[config.mk]
export PLATFORM = sky130hd
export DESIGN_NAME = gshare_branch_predictor
export DESIGN_NICKNAME = d
export VERILOG_FILES = /design/src/rtl/gshare_branch_predictor.sv
export SDC_FILE = /design/constraint.sdc
export NUM_CORES = 2
export LEC_CHECK = 0
export ABC_CLOCK_PERIOD_IN_PS = 73200
export CORE_MARGIN = 1
export CORE_UTILIZATION = 45
export DETAILED_ROUTE_END_ITERATION = 6
export HOLD_SLACK_MARGIN = 0.06
export PLACE_DENSITY = 0.64
export REMOVE_ABC_BUFFERS = 1
export SETUP_SLACK_MARGIN = 0.5
export SKIP_CTS_REPAIR_TIMING = 1
export SLEW_MARGIN = 25
export SYNTH_ARGS = -nofsm -noshare
export SYNTH_HDL_FRONTEND = slang
export SYNTH_SLANG_ARGS = --single-unit
[constraint.sdc]
create_clock -name clk_i -period 73.2 [get_ports clk_i]
set_input_delay 7.32 -clock clk_i [delete_from_list [all_inputs] [get_ports clk_i]]
set_output_delay 7.32 -clock clk_i [all_outputs]
set_load 0.005 [all_outputs]
[src/rtl/gshare_branch_predictor.sv]
// gshare_branch_predictor
//   Next-PC predictor for the IF stage. A direct-mapped BTB supplies targets and a gshare
//   PHT of 2-bit counters, indexed by PC xor global history, decides conditional branches.
//   Lookup is purely combinational. Training arrives from EX-stage resolution one update
//   per clock.
//
// Ports
//   clk_i            rising-edge clock
//   reset_i          asynchronous active-high reset
//   fetch_pc_i       PC currently being fetched
//   pred_pc_o        predicted next PC (combinational)
//   pred_taken_o     1: pred_pc_o is a BTB target, 0: fetch_pc_i + 4
//   pred_bhsr_o      history used for this lookup (travels down the pipe)
//   upd_valid_i      EX resolved a control-flow instruction this cycle
//   upd_is_branch_i  resolved instruction is a conditional branch
//   upd_is_jump_i    resolved instruction is JAL/JALR
//   upd_pc_i         PC of the resolved instruction
//   upd_taken_i      actual branch outcome (ignored for jumps)
//   upd_target_i     actual taken target
//   upd_bhsr_i       history snapshot that travelled with the resolved instruction
module gshare_branch_predictor #(
  parameter int unsigned IDX_BITS = 5,
  parameter int unsigned TAG_BITS = 30 - IDX_BITS
) (
  input  logic                clk_i,
  input  logic                reset_i,
  input  logic [31:0]         fetch_pc_i,
  output logic [31:0]         pred_pc_o,
  output logic                pred_taken_o,
  output logic [IDX_BITS-1:0] pred_bhsr_o,
  input  logic                upd_valid_i,
  input  logic                upd_is_branch_i,
  input  logic                upd_is_jump_i,
  input  logic [31:0]         upd_pc_i,
  input  logic                upd_taken_i,
  input  logic [31:0]         upd_target_i,
  input  logic [IDX_BITS-1:0] upd_bhsr_i
);

  localparam int unsigned Entries = 1 << IDX_BITS;

  logic                valid_q  [Entries];
  logic                valid_d  [Entries];
  logic [TAG_BITS-1:0] tag_q    [Entries];
  logic [TAG_BITS-1:0] tag_d    [Entries];
  logic [31:0]         target_q [Entries];
  logic [31:0]         target_d [Entries];
  logic                is_jmp_q [Entries];
  logic                is_jmp_d [Entries];
  logic [1:0]          cnt_q    [Entries];
  logic [1:0]          cnt_d    [Entries];
  logic [IDX_BITS-1:0] bhsr_q;
  logic [IDX_BITS-1:0] bhsr_d;

  // PC[1:0] never participates in indexing or tag compare.
  logic unused_pc_lsbs;
  assign unused_pc_lsbs = ^{fetch_pc_i[1:0], upd_pc_i[1:0]};

  // Lookup
  logic [IDX_BITS-1:0] look_bi;
  logic [IDX_BITS-1:0] look_pi;
  logic [TAG_BITS-1:0] look_tag;
  logic                look_hit;

  always_comb begin
    look_bi      = fetch_pc_i[IDX_BITS+1:2];
    look_pi      = look_bi ^ bhsr_q;
    look_tag     = fetch_pc_i[31:IDX_BITS+2];
    look_hit     = valid_q[look_bi] && (tag_q[look_bi] == look_tag);
    pred_taken_o = look_hit && (is_jmp_q[look_bi] || cnt_q[look_pi][1]);
    pred_pc_o    = pred_taken_o ? target_q[look_bi] : fetch_pc_i + 32'd4;
    pred_bhsr_o  = bhsr_q;
  end

  // Update
  logic [IDX_BITS-1:0] upd_bi;
  logic [IDX_BITS-1:0] upd_pi;
  logic                do_branch;
  logic                do_jump;

  always_comb begin
    valid_d   = valid_q;
    tag_d     = tag_q;
    target_d  = target_q;
    is_jmp_d  = is_jmp_q;
    cnt_d     = cnt_q;
    bhsr_d    = bhsr_q;
    upd_bi    = upd_pc_i[IDX_BITS+1:2];
    // PHT is trained with the history seen at prediction time, not the current one.
    upd_pi    = upd_bi ^ upd_bhsr_i;
    do_branch = upd_valid_i && upd_is_branch_i;
    do_jump   = upd_valid_i && upd_is_jump_i && !upd_is_branch_i;

    if (do_branch) begin
      if (upd_taken_i) begin
        if (cnt_q[upd_pi] != 2'b11) cnt_d[upd_pi] = cnt_q[upd_pi] + 2'd1;
      end else begin
        if (cnt_q[upd_pi] != 2'b00) cnt_d[upd_pi] = cnt_q[upd_pi] - 2'd1;
      end
      // Rebuild history from the snapshot so wrong-path speculation never leaks in.
      bhsr_d = {upd_bhsr_i[IDX_BITS-2:0], upd_taken_i};
      if (upd_taken_i) begin
        valid_d[upd_bi]  = 1'b1;
        tag_d[upd_bi]    = upd_pc_i[31:IDX_BITS+2];
        target_d[upd_bi] = upd_target_i;
        is_jmp_d[upd_bi] = 1'b0;
      end
    end else if (do_jump) begin
      valid_d[upd_bi]  = 1'b1;
      tag_d[upd_bi]    = upd_pc_i[31:IDX_BITS+2];
      target_d[upd_bi] = upd_target_i;
      is_jmp_d[upd_bi] = 1'b1;
    end
  end

  always_ff @(posedge clk_i or posedge reset_i) begin
    if (reset_i) begin
      for (int i = 0; i < Entries; i++) begin
        valid_q[i]  <= 1'b0;
        tag_q[i]    <= '0;
        target_q[i] <= '0;
        is_jmp_q[i] <= 1'b0;
        cnt_q[i]    <= 2'b01;
      end
      bhsr_q <= '0;
    end else begin
      valid_q  <= valid_d;
      tag_q    <= tag_d;
      target_q <= target_d;
      is_jmp_q <= is_jmp_d;
      cnt_q    <= cnt_d;
      bhsr_q   <= bhsr_d;
    end
  end

endmodule

Yosys cells after proc, flatten, opt, wreduce, memory -nomap -nowiden
Index checks and enable logic that the tools add are counted.
Storage, ports and cells
  register bits: 1957
  output and inout bits: 38
Cells by class
  $add $sub $neg: 3
  order comparisons: 6
  eq/ne operators: 4
  muxes and demuxes: 46
  bitwise operators: 10
  reductions and logical operators: 14
Operators with widths (count)
  1024-bit two-way mux: 3
  800-bit two-way mux: 3
  1024-bit bitwise mux: 1
  800-bit bitwise mux: 1
  32-bit two-way mux: 10
  64-bit two-way mux: 3
  32-bit binary-select mux with 5-bit select: 1
  32-bit demux with 5-bit select: 1
  64-bit bitwise mux: 2
  25-bit binary-select mux with 5-bit select: 1
  25-bit demux with 5-bit select: 1
  25-bit two-way mux: 3
  32-bit OR: 2
  32-bit by 3-bit adder with 32-bit output (second input constant): 1
  32-bit bitwise AND: 1
  32-bit inverter: 1
  25-bit equality test: 1
  6-bit >= comparator (second input constant): 4
  5-bit inverter with 6-bit output: 4
  2-bit binary-select mux with 5-bit select: 2
  6-bit by 1-bit less-than comparator with 1-bit output (second input constant): 2
  1-bit binary-select mux with 5-bit select: 2
  2-bit demux with 5-bit select: 1
  2-bit two-way mux: 5
  other kinds (13): 27

Longest topological paths before layout
  depth after elaboration: 9
  mapped depth: 16
  mapped depth without buffers: 12

Worst setup path after synthesis
No wires, ideal clock.
  path kind: input port to output port
  start: in fetch_pc_i[2]
  end: out pred_pc_o[0]
  arrival: 10.130 ns
  data required time: 65.880 ns
  path slack: 55.750 ns
  stages: 12
  path through: buf_6 -> buf_8 -> buf_6 -> buf_6 -> buf_6 -> buf_4 -> buf_2 -> buf_2 -> mux4_2 -> mux4_2 -> mux2i_1 -> o21ai_1
On the way
  cells in the longest elaborated chain, start to end: 8
  elaborated cells between the ends (all ways): 23
  those cells by class: 1 x eq/ne; 16 x mux; 3 x bitwise; 3 x reduce/logical
RTL lines
  start, declared: line 27  | input logic [31:0] fetch_pc_i,
  5-bit inverter with 6-bit output (implied by the code) or 5-bit XOR (tied branches)
  25-bit binary-select mux with 5-bit select or 5-bit inverter with 6-bit output (tied branches): line 69, 70
  25-bit two-way mux (implied by the code) or 2-bit binary-select mux with 5-bit select (tied branches): line 69, 70
  25-bit two-way mux (implied by the code) or 2-bit two-way mux (tied branches): line 69, 70
  25-bit equality test or 2-bit two-way mux (tied branches): line 69, 70
  1-bit logical AND or 1-bit logical OR (tied branches): line 69, 70
  1-bit logical AND: line 70  | pred_taken_o = look_hit && (is_jmp_q[look_bi] || cnt_q[look_pi][1]);
  32-bit two-way mux (*): line 71  | pred_pc_o = pred_taken_o ? target_q[look_bi] : fetch_pc_i + 32'd4;
  end, declared: line 28  | output logic [31:0] pred_pc_o,
Every way passes the cells marked *; elsewhere a longest branch is shown, timed or not. The select of a mux whose other input is x is not followed.

Final worst setup path
  start: in fetch_pc_i[2]
  end: out pred_pc_o[28]
The elaborated chain is that of the path after synthesis.

==> flow_summary.toml <==
[route]
vias_per_cell = 6.050
ant_nets = 0
routedWlPerCell_um = 29.82
drt-total-wl_um = 254500
drt_iter0_markers = 4066
drc_errors = 0
drt-pass1-iter-count = 5
vias = 51630

[placed_design]
dp.cells = 8143
port-buffer-count = 142
gp_congestion = 0.8450
dp_hpwl_um = 141900
placed_area_um2 = 93500
dp_slack_ns = 51.05

[synth]
syn_avg_cell_area_um2 = 15.50
synth_commonest_cells = "dfrtp_1, mux2_2, mux4_2, clkbuf_1, mux2i_1"
synthArstFlopShare_pct = 100.0
yosys.area.top_type = "dfrtp_1"
ys_warn_count = 0
synth_area_leaders = "dfrtp_1, mux2_2, mux4_2"
ys_types = 62
synth_top_area_share_pct = 53.59
synth_seq_cells = 1957
netlist_area_um2 = 89890
synth.most_common_cell = "dfrtp_1"
synthFlopType = "dfrtp_1"
seq_area_frac_synth_pct = 54.53
syn_inst = 5800
synth_edf_count = 0

[finish]
final_layout_size_suffix_gt1_share_pct = 50.68
final_util_pct = 50.63
area_growth_syn_to_layout_pct = 11.43
stdcell_count = 8534
finalNetCount = 5820
finalInstanceArea_um2 = 100200

[clock_tree]
cts-root-buf = "clkbuf_16"
h-tree-depth = 4
cts.sinks = 1957
cts_buffer_depth = 3
cts_buffers = 203
clkTransAtPathRegs_ns = 0.06
cts_tree = "done"
clkLatencyLatePin_ns = 0.85

[timing]
fin_ws_ns = 51.23
worstMarginPinSlew_ns = 1.138
slew_viol_final = 0
fin_tns_setup_ns = 0
hold_viol_final = 0
post-route-period-util_pct = 30.02
setup_viol = 0
post-route-min-period_ns = 21.97
relSlewSlack_pct = 24.11
skew_ns = 0.04910
max_freq_ghz = 0.04551
rsz0062_at_grt = "false"
fin_hold_ws_ns = 0.4638

[global_route]
grt_max_degree = 172
track_usage_pct = 25.47
grt_remaining_overflow = 0
grt_pass1_wl_um = 379800
grt_pass1_vias = 54530
antenna_found_initial = 32

[floorplanning]
ioPinCount = 145
coreArea_um2 = 197800
dieArea_um2 = 201500
die_width_um = 448.9
start_util_pct = 45.44
core.rowCount = 163
die_h_um = 448.9

[worst_setup_path]
cp-end-kind = "output port"
rrSetupSlack_ns = 69.53
worstPathRequired_ns = 65.88
path_class = "input pin to output port"
crit_fanout = 58
cp-start-kind = "input pin"
timing.critical_path.from = "fetch_pc_i[2]"
cp_data_arrival_time_ns = 14.65

[hold_path]
hp-start = "valid_q[13]"
hp-class = "register to register"

[run]
max_cap_violations = 0

[pwr]
p_total_mw = 2.750
p_per_area_nw_per_um2 = 27.46
leakage_nw = 45.90
ir_worst_vdd_mv = 0.02048

[status]
status = "complete, no violations"
[flip-flops by register name (all words and copies together) (netlist names), named ones only]
| name | count |
|---|---|
| tag_q | 800 |
| valid_q | 32 |
| cnt_q | 32 |
| pred_bhsr_o | 5 |
| target_q | 1024 |
[report_power, final]
part	switching (mW)	leakage, nW	internal [mW]
sequential	0.0793	25.9	1.25
combinational	0.162	16.7	0.221
clock	0.441	3.32	0.602
total	0.682	45.9	2.07
[layout make-up]
| cell class | count | area (µm²) |
|---|---|---|
| Inverter | 6 | 32.53 |
| Timing Repair Buffer | 267 | 2337 |
| Antenna cell | 14 | 35.03 |
| Sequential cell | 1957 | 49010 |
| Tap cell | 2640 | 3303 |
| Clock buffer | 317 | 6080 |
| Multi-Input combinational cell | 3275 | 38700 |
| Clock inverter | 58 | 663.1 |
| Fill cell | 16600 | 97670 |
[per-layer routing]
layer  part of all wire [%]  global-route usage (%)
met5                  0.031                       0
met4                    2.8                   7.445
met3                    4.9                   3.807
met2                     48                   40.89
met1                     44                   35.97
[worst paths after layout]
path / to / depth (start not counted)
max reg2reg: cnt_q[37] / 9
max: pred_pc_o[28] / 16
max in group asynchronous: target_q[680] / 7
min reg2reg: valid_q[13] / 1
min in group asynchronous: pred_bhsr_o[0] / 2
min: valid_q[13] / 1
[kinds of logic after synthesis]
family	synth area share (%)
AOI/OAI and AO/OA	2.361
xor gates and xnor gates	0.6835
adders and majority gates	0.04176
buffers and inverters	2.721
DFF	54.53
muxes	37.52
and+or+nand+nor	2.144
[worst max-delay path, stage by stage]
cell             delay (ns)
buf_8                  0.47
buf_4                  0.48
buf_4                  0.67
buf_4                  0.79
mux2i_1                0.21
a221oi_1               0.35
o21ai_0                0.28
a22oi_1                0.64
xnor2_1                0.21
nand2_1                0.09
nor4b_2                0.38
nand3_4                0.54
buf_4                  0.60
a211oi_2               0.56
a21oi_1                0.20
clkdlybuf4s50_1        0.53
[cell usage in the layout, fill, tap and decap left out, types with 10 or more instances in the layout]
cell | netlist | layout
nand2_1 | 102 | 90
clkdlybuf4s50_1 | 0 | 97
a22oi_1 | 29 | 29
clkbuf_8 | 0 | 56
dfrtp_1 | 1925 | 1925
a21oi_1 | 107 | 107
clkbuf_1 | 361 | 58
clkbuf_16 | 0 | 204
nand2b_1 | 21 | 21
diode_2 | 0 | 14
or2_2 | 18 | 18
xor2_1 | 32 | 31
nand2_4 | 0 | 12
mux4_2 | 502 | 502
dfstp_2 | 32 | 32
nand3_1 | 17 | 16
nor2b_1 | 14 | 11
o221ai_1 | 37 | 37
o21ai_0 | 33 | 33
a211oi_2 | 26 | 26
clkinv_2 | 0 | 30
buf_2 | 56 | 40
nor2_1 | 128 | 115
nand4_1 | 15 | 15
mux2_2 | 1865 | 1865
o22ai_1 | 15 | 15
mux2i_1 | 142 | 142
a221oi_1 | 16 | 16
nor2_4 | 0 | 12
and3_1 | 10 | 10
xnor2_1 | 35 | 33
and2_1 | 32 | 32
buf_4 | 18 | 108
Note: power is estimated with default switching activity, not from simulation.
